[src/rtl/gcd_pkg.sv]
// rtl/gcd_pkg.sv - shared constants and FSM state type for the GCD engine
package gcd_pkg;

    localparam int DEF_DATA_W = 16;
    localparam int DEF_BUS_W  = 8;

    typedef enum logic [1:0] {
        LOAD = 2'd0,
        CALC = 2'd1,
        OUT  = 2'd2
    } state_e;

endpackage

[src/rtl/gcd_stein_core.sv]
// rtl/gcd_stein_core.sv - binary GCD datapath: a/b/k registers and one step per cycle
module gcd_stein_core #(
    parameter int DATA_W = 16,
    parameter int K_W    = $clog2(DATA_W) + 1
) (
    input  logic              clk,
    input  logic              rst,
    input  logic              load,
    input  logic [DATA_W-1:0] load_a,
    input  logic [DATA_W-1:0] load_b,
    input  logic              step,
    output logic              zero,
    output logic              equal,
    output logic [DATA_W-1:0] result
);

    logic [DATA_W-1:0] a_q, a_d;
    logic [DATA_W-1:0] b_q, b_d;
    logic [K_W-1:0]    k_q, k_d;

    assign zero   = (a_q == '0) || (b_q == '0);
    assign equal  = (a_q == b_q);
    // The common power of two never exceeds either operand, so the shift cannot overflow.
    assign result = a_q << k_q;

    // Next operand values: load, or one Stein step. The difference of two odd values
    // is always even, so it is halved in the same cycle to keep latency bounded.
    always_comb begin
        a_d = a_q;
        b_d = b_q;
        k_d = k_q;
        if (load) begin
            a_d = load_a;
            b_d = load_b;
            k_d = '0;
        end else if (step && !zero && !equal) begin
            case ({a_q[0], b_q[0]})
                2'b00: begin
                    a_d = a_q >> 1;
                    b_d = b_q >> 1;
                    k_d = k_q + K_W'(1);
                end
                2'b01:   a_d = a_q >> 1;
                2'b10:   b_d = b_q >> 1;
                default: begin
                    if (a_q > b_q) a_d = (a_q - b_q) >> 1;
                    else           b_d = (b_q - a_q) >> 1;
                end
            endcase
        end
    end

    // Datapath registers with synchronous reset.
    always_ff @(posedge clk) begin
        if (rst) begin
            a_q <= '0;
            b_q <= '0;
            k_q <= '0;
        end else begin
            a_q <= a_d;
            b_q <= b_d;
            k_q <= k_d;
        end
    end

endmodule

[src/rtl/gcd_engine_p.sv]
// rtl/gcd_engine_p.sv - beat-serial GCD engine: loader, control FSM and result unloader
module gcd_engine_p
    import gcd_pkg::*;
#(
    parameter int DATA_W = DEF_DATA_W,
    parameter int BUS_W  = DEF_BUS_W
) (
    input  logic             CLK,
    input  logic             RST,
    input  logic             START,
    input  logic [BUS_W-1:0] A,
    input  logic [BUS_W-1:0] B,
    output logic             BUSY,
    output logic             DONE,
    output logic [BUS_W-1:0] Y,
    output logic             ERROR
);

    localparam int BEATS = DATA_W / BUS_W;
    localparam int CNT_W = (BEATS > 1) ? $clog2(BEATS) : 1;
    localparam logic [CNT_W-1:0] LAST_BEAT = CNT_W'(BEATS - 1);

    state_e            state_q, state_d;
    logic [CNT_W-1:0]  cnt_q, cnt_d;
    logic [DATA_W-1:0] opa_q, opa_d;
    logic [DATA_W-1:0] opb_q, opb_d;
    logic [DATA_W-1:0] res_q, res_d;
    logic              err_q, err_d;
    logic              busy_q, busy_d;
    logic              done_q, done_d;
    logic [BUS_W-1:0]  y_q, y_d;

    logic [DATA_W-1:0] opa_shift, opb_shift;
    logic [DATA_W-1:0] core_result, out_val;
    logic              core_load, core_step, core_zero, core_equal;

    assign opa_shift = (opa_q << BUS_W) | DATA_W'(A);
    assign opb_shift = (opb_q << BUS_W) | DATA_W'(B);
    assign out_val   = core_zero ? '0 : core_result;

    assign BUSY  = busy_q;
    assign DONE  = done_q;
    assign Y     = y_q;
    assign ERROR = err_q;

    gcd_stein_core #(
        .DATA_W (DATA_W)
    ) u_core (
        .clk    (CLK),
        .rst    (RST),
        .load   (core_load),
        .load_a (opa_shift),
        .load_b (opb_shift),
        .step   (core_step),
        .zero   (core_zero),
        .equal  (core_equal),
        .result (core_result)
    );

    // Control FSM: capture beats, drive the core, then stream the result MS beat first.
    always_comb begin
        state_d   = state_q;
        cnt_d     = cnt_q;
        opa_d     = opa_q;
        opb_d     = opb_q;
        res_d     = res_q;
        err_d     = err_q;
        busy_d    = busy_q;
        done_d    = done_q;
        y_d       = y_q;
        core_load = 1'b0;
        core_step = 1'b0;
        case (state_q)
            LOAD: begin
                if (START) begin
                    opa_d = opa_shift;
                    opb_d = opb_shift;
                    if (cnt_q == LAST_BEAT) begin
                        cnt_d     = '0;
                        state_d   = CALC;
                        busy_d    = 1'b1;
                        core_load = 1'b1;
                    end else begin
                        cnt_d = cnt_q + CNT_W'(1);
                    end
                end
            end
            CALC: begin
                if (core_zero || core_equal) begin
                    state_d = OUT;
                    err_d   = core_zero;
                    done_d  = 1'b1;
                    cnt_d   = '0;
                    y_d     = out_val[DATA_W-1 -: BUS_W];
                    res_d   = out_val << BUS_W;
                end else begin
                    core_step = 1'b1;
                end
            end
            OUT: begin
                if (cnt_q == LAST_BEAT) begin
                    state_d = LOAD;
                    cnt_d   = '0;
                    err_d   = 1'b0;
                    busy_d  = 1'b0;
                    done_d  = 1'b0;
                    y_d     = '0;
                end else begin
                    cnt_d = cnt_q + CNT_W'(1);
                    y_d   = res_q[DATA_W-1 -: BUS_W];
                    res_d = res_q << BUS_W;
                end
            end
            default: begin
                state_d = LOAD;
                cnt_d   = '0;
            end
        endcase
    end

    // State, operand, result and output registers with synchronous reset.
    always_ff @(posedge CLK) begin
        if (RST) begin
            state_q <= LOAD;
            cnt_q   <= '0;
            opa_q   <= '0;
            opb_q   <= '0;
            res_q   <= '0;
            err_q   <= 1'b0;
            busy_q  <= 1'b0;
            done_q  <= 1'b0;
            y_q     <= '0;
        end else begin
            state_q <= state_d;
            cnt_q   <= cnt_d;
            opa_q   <= opa_d;
            opb_q   <= opb_d;
            res_q   <= res_d;
            err_q   <= err_d;
            busy_q  <= busy_d;
            done_q  <= done_d;
            y_q     <= y_d;
        end
    end

endmodule

[config.mk]
export PLATFORM = sky130hd
export DESIGN_NAME = gcd_engine_p
export DESIGN_NICKNAME = d
export VERILOG_FILES = /design/src/rtl/gcd_pkg.sv /design/src/rtl/gcd_stein_core.sv /design/src/rtl/gcd_engine_p.sv
export SDC_FILE = /design/constraint.sdc
export NUM_CORES = 1
export LEC_CHECK = 0
export CORE_ASPECT_RATIO = 1.75
export CORE_UTILIZATION = 40
export DETAILED_ROUTE_END_ITERATION = 7
export PLACE_DENSITY_LB_ADDON = 0.2
export SLEW_MARGIN = 20
export SYNTH_ARGS = -nofsm -noshare
export SYNTH_HDL_FRONTEND = slang
export SYNTH_SLANG_ARGS = --single-unit
export TNS_END_PERCENT = 50
[constraint.sdc]
create_clock -name CLK -period 7.95 [get_ports CLK]
set_input_delay 1.59 -clock CLK [delete_from_list [all_inputs] [get_ports CLK]]
set_output_delay 1.59 -clock CLK [all_outputs]
set_load 0.1 [all_outputs]
==> results of run 1 <==
-- Yosys cell counts, drive strengths merged, types with 3 or more instances --
cell type,count,share of area [%]
nand2,88,5.6
dfxtp,75,25
nor2,63,4.0
a21oi,56,4.8
inv,38,2.4
o21ai,36,3.1
clkbuf,35,2.2
ha,33,6.9
a211oi,28,3.6
nor3,27,2.3
nand3,24,2.0
buf,22,2.7
mux2i,22,3.7
nand4,17,2.2
nor4,14,1.8
mux4,12,4.5
and3,11,1.2
a22oi,10,1.3
nor2b,9,0.94
o21a,9,1.1
nand2b,8,0.84
o311ai,8,1.2
o211ai,7,1.3
o22ai,7,0.73
o31a,7,1.0
or3,7,0.82
xnor2,7,1.0
xor2,7,1.0
nand3b,6,0.75
a21o,5,0.63
a31oi,5,0.52
nor3b,5,0.63
o221ai,4,0.59
or2,4,0.42
a311oi,3,0.55
a41oi,3,0.44
o21bai,3,0.38
-- report_power, final --
group	internal (W)	leakage (nW)	switching, W
combinational	0.000239	1.48	0.000438
sequential	0.000402	0.611	0.0000421
clock	0.000216	0.135	0.000180
-- sequential cells by signal, summed over array words and instances, names as in the netlist --
signal / cells
DONE: 1
res_q: 8
opb_q: 8
cnt_q: 1
u_core.k_q: 5
ERROR: 1
u_core.b_q: 16
BUSY: 1
u_core.a_q: 16
state_q: 2
opa_q: 8
Y: 8
-- worst min-delay path: cells and delay by family, from the launching register on --
kind,cells,cell delay (ps)
AO/OA/AOI/OAI,1,50
flip-flops,1,310
AND/OR/NAND/NOR,1,50
-- metal layers --
metal  wire (um)  track usage (%)  vias up
li1            -                -     2767
met1        6830             25.3     2761
met2       10800             50.1      193
met3         680             2.51       86
met4        1850             23.4        0
met5           0                0        -
-- path summary, 6_finish.rpt --
kind / to / cells past startpoint / slack, ps / startpoint
setup / recovery: u_core.b_q[6]$_SDFFE_PP0P_ / 5 / 4190 / RST
hold / removal: res_q[9]$_SDFFE_PP0P_ / 2 / 460 / res_q[9]$_SDFFE_PP0P_
setup reg to reg: u_core.b_q[4]$_SDFFE_PP0P_ / 9 / 4450 / u_core.b_q[13]$_SDFFE_PP0P_
hold reg to reg: res_q[9]$_SDFFE_PP0P_ / 2 / 460 / res_q[9]$_SDFFE_PP0P_
-- through the flow --
step / setup WS, ps / instances / area (um2)
finish: 4190 / 932 / 6530
global route: 4020 / 932 / 6530
CTS: 4270 / 932 / 6520
detailed placement: 3910 / 916 / 6240
global placement: 3990 / 916 / 6240
floorplan: 5070 / 757 / 5970
-- area by class of cell --
cell class / instances / area (um2)
Inverter: 39 / 146
Clock inverter: 7 / 57.6
Tap cell: 180 / 225
Multi-Input combinational cell: 586 / 4030
Clock buffer: 9 / 225
Sequential cell: 75 / 1500
Timing Repair Buffer: 36 / 338
Fill cell: 1468 / 7920
-- cell families after synthesis --
group | synth area share (%)
compound gates | 24.7
fa+ha+maj | 7.59
mux | 8.22
simple gates | 24.9
buf+inv | 7.36
xor+xnor | 2.05
flops | 25.2
==> flow_metrics.env, run 1 <==
export IMPL_cts_max_level=3
export IMPL_grt_pass1_vias=5591
export IMPL_synth_avg_cell_area_um2=7.88
export IMPL_num_io_pins=30
export IMPL_wl_um=20100
export IMPL_final_nets=801
export IMPL_wl_per_cell_um=21.6
export IMPL_slew_viol_final=0
export IMPL_final_hold_violation_count=0
export IMPL_synth_edff_count=0
export IMPL_antenna_found_initial=0
export IMPL_critPathMaxStageDelay_ps=770
export IMPL_p_total_w=0.00152
export IMPL_cts_tree="done"
export IMPL_syn_to_final_growth_pct=9.35
export IMPL_hold_slack_ps=457
export IMPL_setup_viol=0
export IMPL_clock_latency_ps=350
export IMPL_core_area_um2=14400
export IMPL_max_freq_mhz=266
export IMPL_drive_above_1_share_pct=8.11
export IMPL_die_area_um2=15400
export IMPL_final_util_pct=45.2
export IMPL_grt_remaining_overflow=0
export IMPL_p_per_area_nw_per_um2=233
export IMPL_dp_hpwl_um=15800
export IMPL_synth_cell_types=78
export IMPL_avgViaCountPerCell=6.23
export IMPL_peakVddDrop_mv=0.108
export IMPL_cp_slowest_cell="clkinv_1"
export IMPL_crit_fanout=54
export IMPL_row_count=58
export IMPL_cp_required_ps=8140
export IMPL_die_x_um=94.3
export IMPL_grt_pass1_wl_um=30800
export IMPL_finalCriticalPeriod_ps=3760
export IMPL_drt_iter0_markers=379
export IMPL_critPathKind="in2reg"
export IMPL_track_usage_pct=26.9
export IMPL_cp_end_kind="flop"
export IMPL_gp_congestion=0.950
export IMPL_p_leak_nw=2.23
export IMPL_die_y_um=164
export IMPL_syn_nets=811
export IMPL_cts_root_buffer="clkbuf_16"
export IMPL_crit_family="buffers and inverters"
export IMPL_postCtsSetupBuffers=0
export IMPL_status="completed"
export IMPL_crit_chain="buf_2 > buf_4 > clkinv_1 > nand2_1 > o311ai_0"
export IMPL_maxCapViolations=0
export IMPL_cts_hold_buf=0
export IMPL_crit_buf_inv=3
export IMPL_ys_warnings_count=0
export IMPL_cts_inserted_buffers=9
export IMPL_syn_area_um2=5970
export IMPL_drc=0
export IMPL_antenna_cells=0
export IMPL_synth_seq_cells=75
export IMPL_fin_tns_setup_ps=0
export IMPL_cts_resized=0
export IMPL_fin_crit_sh_pct=47.3
export IMPL_layout_common_cells="nand2_1, dfxtp_1, nor2_1"
export IMPL_ys_flop_type="dfxtp_1"
export IMPL_drtAntennaViolNets=0
export IMPL_dr_pass1_iters=5
export IMPL_yosysSeqAreaShare_pct=25.2
export IMPL_grt_max_degree=55
export IMPL_worstPathArrival_ps=3950
export IMPL_clock_path_buffers=2
export IMPL_via_count=5807
export IMPL_port_buffers=29
export IMPL_hold_path_class="reg2reg"
export IMPL_clock_sinks=75
export IMPL_layout_commonest_cell="nand2_1"
export IMPL_synth_cells=757
export IMPL_rsz0062_at_grt="no"
export IMPL_fin_worst_skew_ps=11.6
export IMPL_worstMarginPinSlew_ps=1130
export IMPL_initial_core_util_pct=41.3
export IMPL_maxSlewHeadroom_pct=23.8
export IMPL_cp_start_kind="input port"
export IMPL_clkTransAtPathRegs_ps=60
export IMPL_async_reset_ff_share_pct=0
Note: power is estimated with default switching activity, not from simulation.
==> run 2: changes to the inputs <==
==> constraint.sdc (replaced) <==
create_clock -name CLK -period 3.85 [get_ports CLK]
set_input_delay 0.77 -clock CLK [delete_from_list [all_inputs] [get_ports CLK]]
set_output_delay 0.77 -clock CLK [all_outputs]
set_load 0.1 [all_outputs]
==> flow_metrics.env, run 2 (synthesis gave the netlist of run 1 again) <==
export IMPL_status="completed"
export IMPL_hold_depth=2
export IMPL_reg_top3="u_core.a_q (16), u_core.b_q (16)"
export IMPL_track_usage_pct=26.9
export IMPL_layout_setup_ws_ps=513
export IMPL_r2r_cells=8
export IMPL_peakVddDrop_mv=0.223
export IMPL_drc=0
export IMPL_cp_slowest_cell="dfxtp_1"
export IMPL_drtAntennaViolNets=0
export IMPL_row_count=58
export IMPL_syn_to_final_growth_pct=10.4
export IMPL_setup_viol=0
export IMPL_crit_buf_inv=0
export IMPL_p_per_area_nw_per_um2=472
export IMPL_dp_hpwl_um=15400
export IMPL_layout_commonest_cell="nand2_1"
export IMPL_fin_tns_setup_ps=0
export IMPL_whs_endpoint="res_q[11]$_SDFFE_PP0P_"
export IMPL_via_count=5792
export IMPL_grt_pass1_wl_um=31100
export IMPL_reg2reg_slack_ps=510
export IMPL_postCtsSetupBuffers=0
export IMPL_maxSlewHeadroom_pct=32.0
export IMPL_critPathKind="reg2reg"
export IMPL_final_hold_violation_count=0
export IMPL_drt_iter0_markers=299
export IMPL_clkTransAtPathRegs_ps=60
export IMPL_dpl_cell_area_um2=6300
export IMPL_worstMarginPinSlew_ps=1010
export IMPL_wl_um=20200
export IMPL_maxCapViolations=0
export IMPL_wl_per_cell_um=21.4
export IMPL_cts_root_buffer="clkbuf_16"
export IMPL_initial_core_util_pct=41.3
export IMPL_fin_worst_skew_ps=10.7
export IMPL_die_x_um=94.3
export IMPL_cts_tree="done"
export IMPL_place_ws_ps=579
export IMPL_crit_chain="ha_1 > nand4_2 > nor4_4 > or3b_4 > or3_4 > nor2_2 > o211ai_1 > a22o_1"
export IMPL_critPathMaxStageDelay_ps=530
export IMPL_clock_sinks=75
export IMPL_num_io_pins=30
export IMPL_clock_path_buffers=2
export IMPL_die_area_um2=15400
export IMPL_r2r_end="u_core.b_q[13]$_SDFFE_PP0P_"
export IMPL_cp_start_kind="flop"
export IMPL_worstReg2RegStart="u_core.a_q[11]$_SDFFE_PP0P_"
export IMPL_cp_end_kind="flop"
export IMPL_cts_max_level=3
export IMPL_hold_slack_ps=455
export IMPL_cts_resized=0
export IMPL_dr_pass1_iters=5
export IMPL_finalCriticalPeriod_ps=3340
export IMPL_cts_inserted_buffers=9
export IMPL_grt_pass1_vias=5706
export IMPL_avgViaCountPerCell=6.16
export IMPL_cp_required_ps=4090
export IMPL_antenna_cells=0
export IMPL_postLayoutCellArea_um2=6590
export IMPL_final_nets=810
export IMPL_drive_above_1_share_pct=8.94
export IMPL_hold_path_class="reg2reg"
export IMPL_rsz0062_at_grt="no"
export IMPL_crit_family="simple AND/OR/NAND/NOR gates"
export IMPL_die_y_um=164
export IMPL_antenna_found_initial=0
export IMPL_worstPathArrival_ps=3580
export IMPL_cts_hold_buf=0
export IMPL_clock_latency_ps=350
export IMPL_port_buffers=29
export IMPL_crit_fanout=15
export IMPL_core_area_um2=14400
export IMPL_p_leak_nw=2.27
export IMPL_grt_max_degree=54
export IMPL_grt_remaining_overflow=0
export IMPL_slew_viol_final=0
export IMPL_fin_crit_sh_pct=86.7
export IMPL_layout_common_cells="nand2_1, dfxtp_1, nor2_1"
export IMPL_max_freq_mhz=300
export IMPL_gp_congestion=0.954
export IMPL_min_delay_start="res_q[11]$_SDFFE_PP0P_"
[run 2: cell count changes in the layout (fill, tap and decap cells not counted), sizes merged]
cell and change:
buf +9
[run 2: metal layers]
metal	wire length (um)	up-vias	global-route usage, %
li1	-	2779	-
met1	7170	2744	25.7
met2	10400	178	48.5
met3	626	91	3.96
met4	1940	0	23.7
met5	0	-	0
[run 2: layout make-up]
type,instances,area [um2]
tap,180,225
sequential,75,1500
clock inverter,7,55.1
multi-input combinational,586,4030
clock buffer,9,225
inverter,39,146
timing repair buffer,45,405
fill,1444,7860
[run 2: worst max-delay path by stage]
stage / start / endpoint / slack (ps) / cells past startpoint
finish: u_core.a_q[11]$_SDFFE_PP0P_ / u_core.b_q[13]$_SDFFE_PP0P_ / 510 / 8
floorplan: u_core.a_q[0]$_SDFFE_PP0P_ / u_core.b_q[0]$_SDFFE_PP0P_ / 1170 / 11
CTS: u_core.b_q[11]$_SDFFE_PP0P_ / u_core.b_q[13]$_SDFFE_PP0P_ / 560 / 9
global route: u_core.a_q[11]$_SDFFE_PP0P_ / u_core.b_q[13]$_SDFFE_PP0P_ / 430 / 8
global placement: u_core.a_q[11]$_SDFFE_PP0P_ / u_core.b_q[13]$_SDFFE_PP0P_ / 580 / 8
detailed placement: u_core.b_q[11]$_SDFFE_PP0P_ / u_core.b_q[13]$_SDFFE_PP0P_ / 580 / 9
[run 2: metrics by stage]
step | util (%) | total power (W) | instances
3_3_place_gp | 43.7 | 0.00227 | 925
3_5_place_dp | 43.7 | 0.00227 | 925
6_report | 45.6 | 0.00311 | 941
4_1_cts | 45.6 | 0.00311 | 941
2_1_floorplan | - | 0.00194 | 757
5_1_grt | 45.6 | 0.00327 | 941
[run 2: tightest hold or removal path, delay by kind of cell (launching register included)]
family / cells / cell delay [ps]
AO/OA/AOI/OAI: 1 / 50
flip-flops: 1 / 310
AND/OR/NAND/NOR: 1 / 50
[run 2: power breakdown]
part           switching (W)  internal, W  total (W)  leakage, nW
logic               0.000881     0.000502    0.00138         1.53
clock network       0.000383     0.000445   0.000828        0.133
registers          0.0000684     0.000831   0.000899        0.610
total                0.00133      0.00178    0.00311         2.27
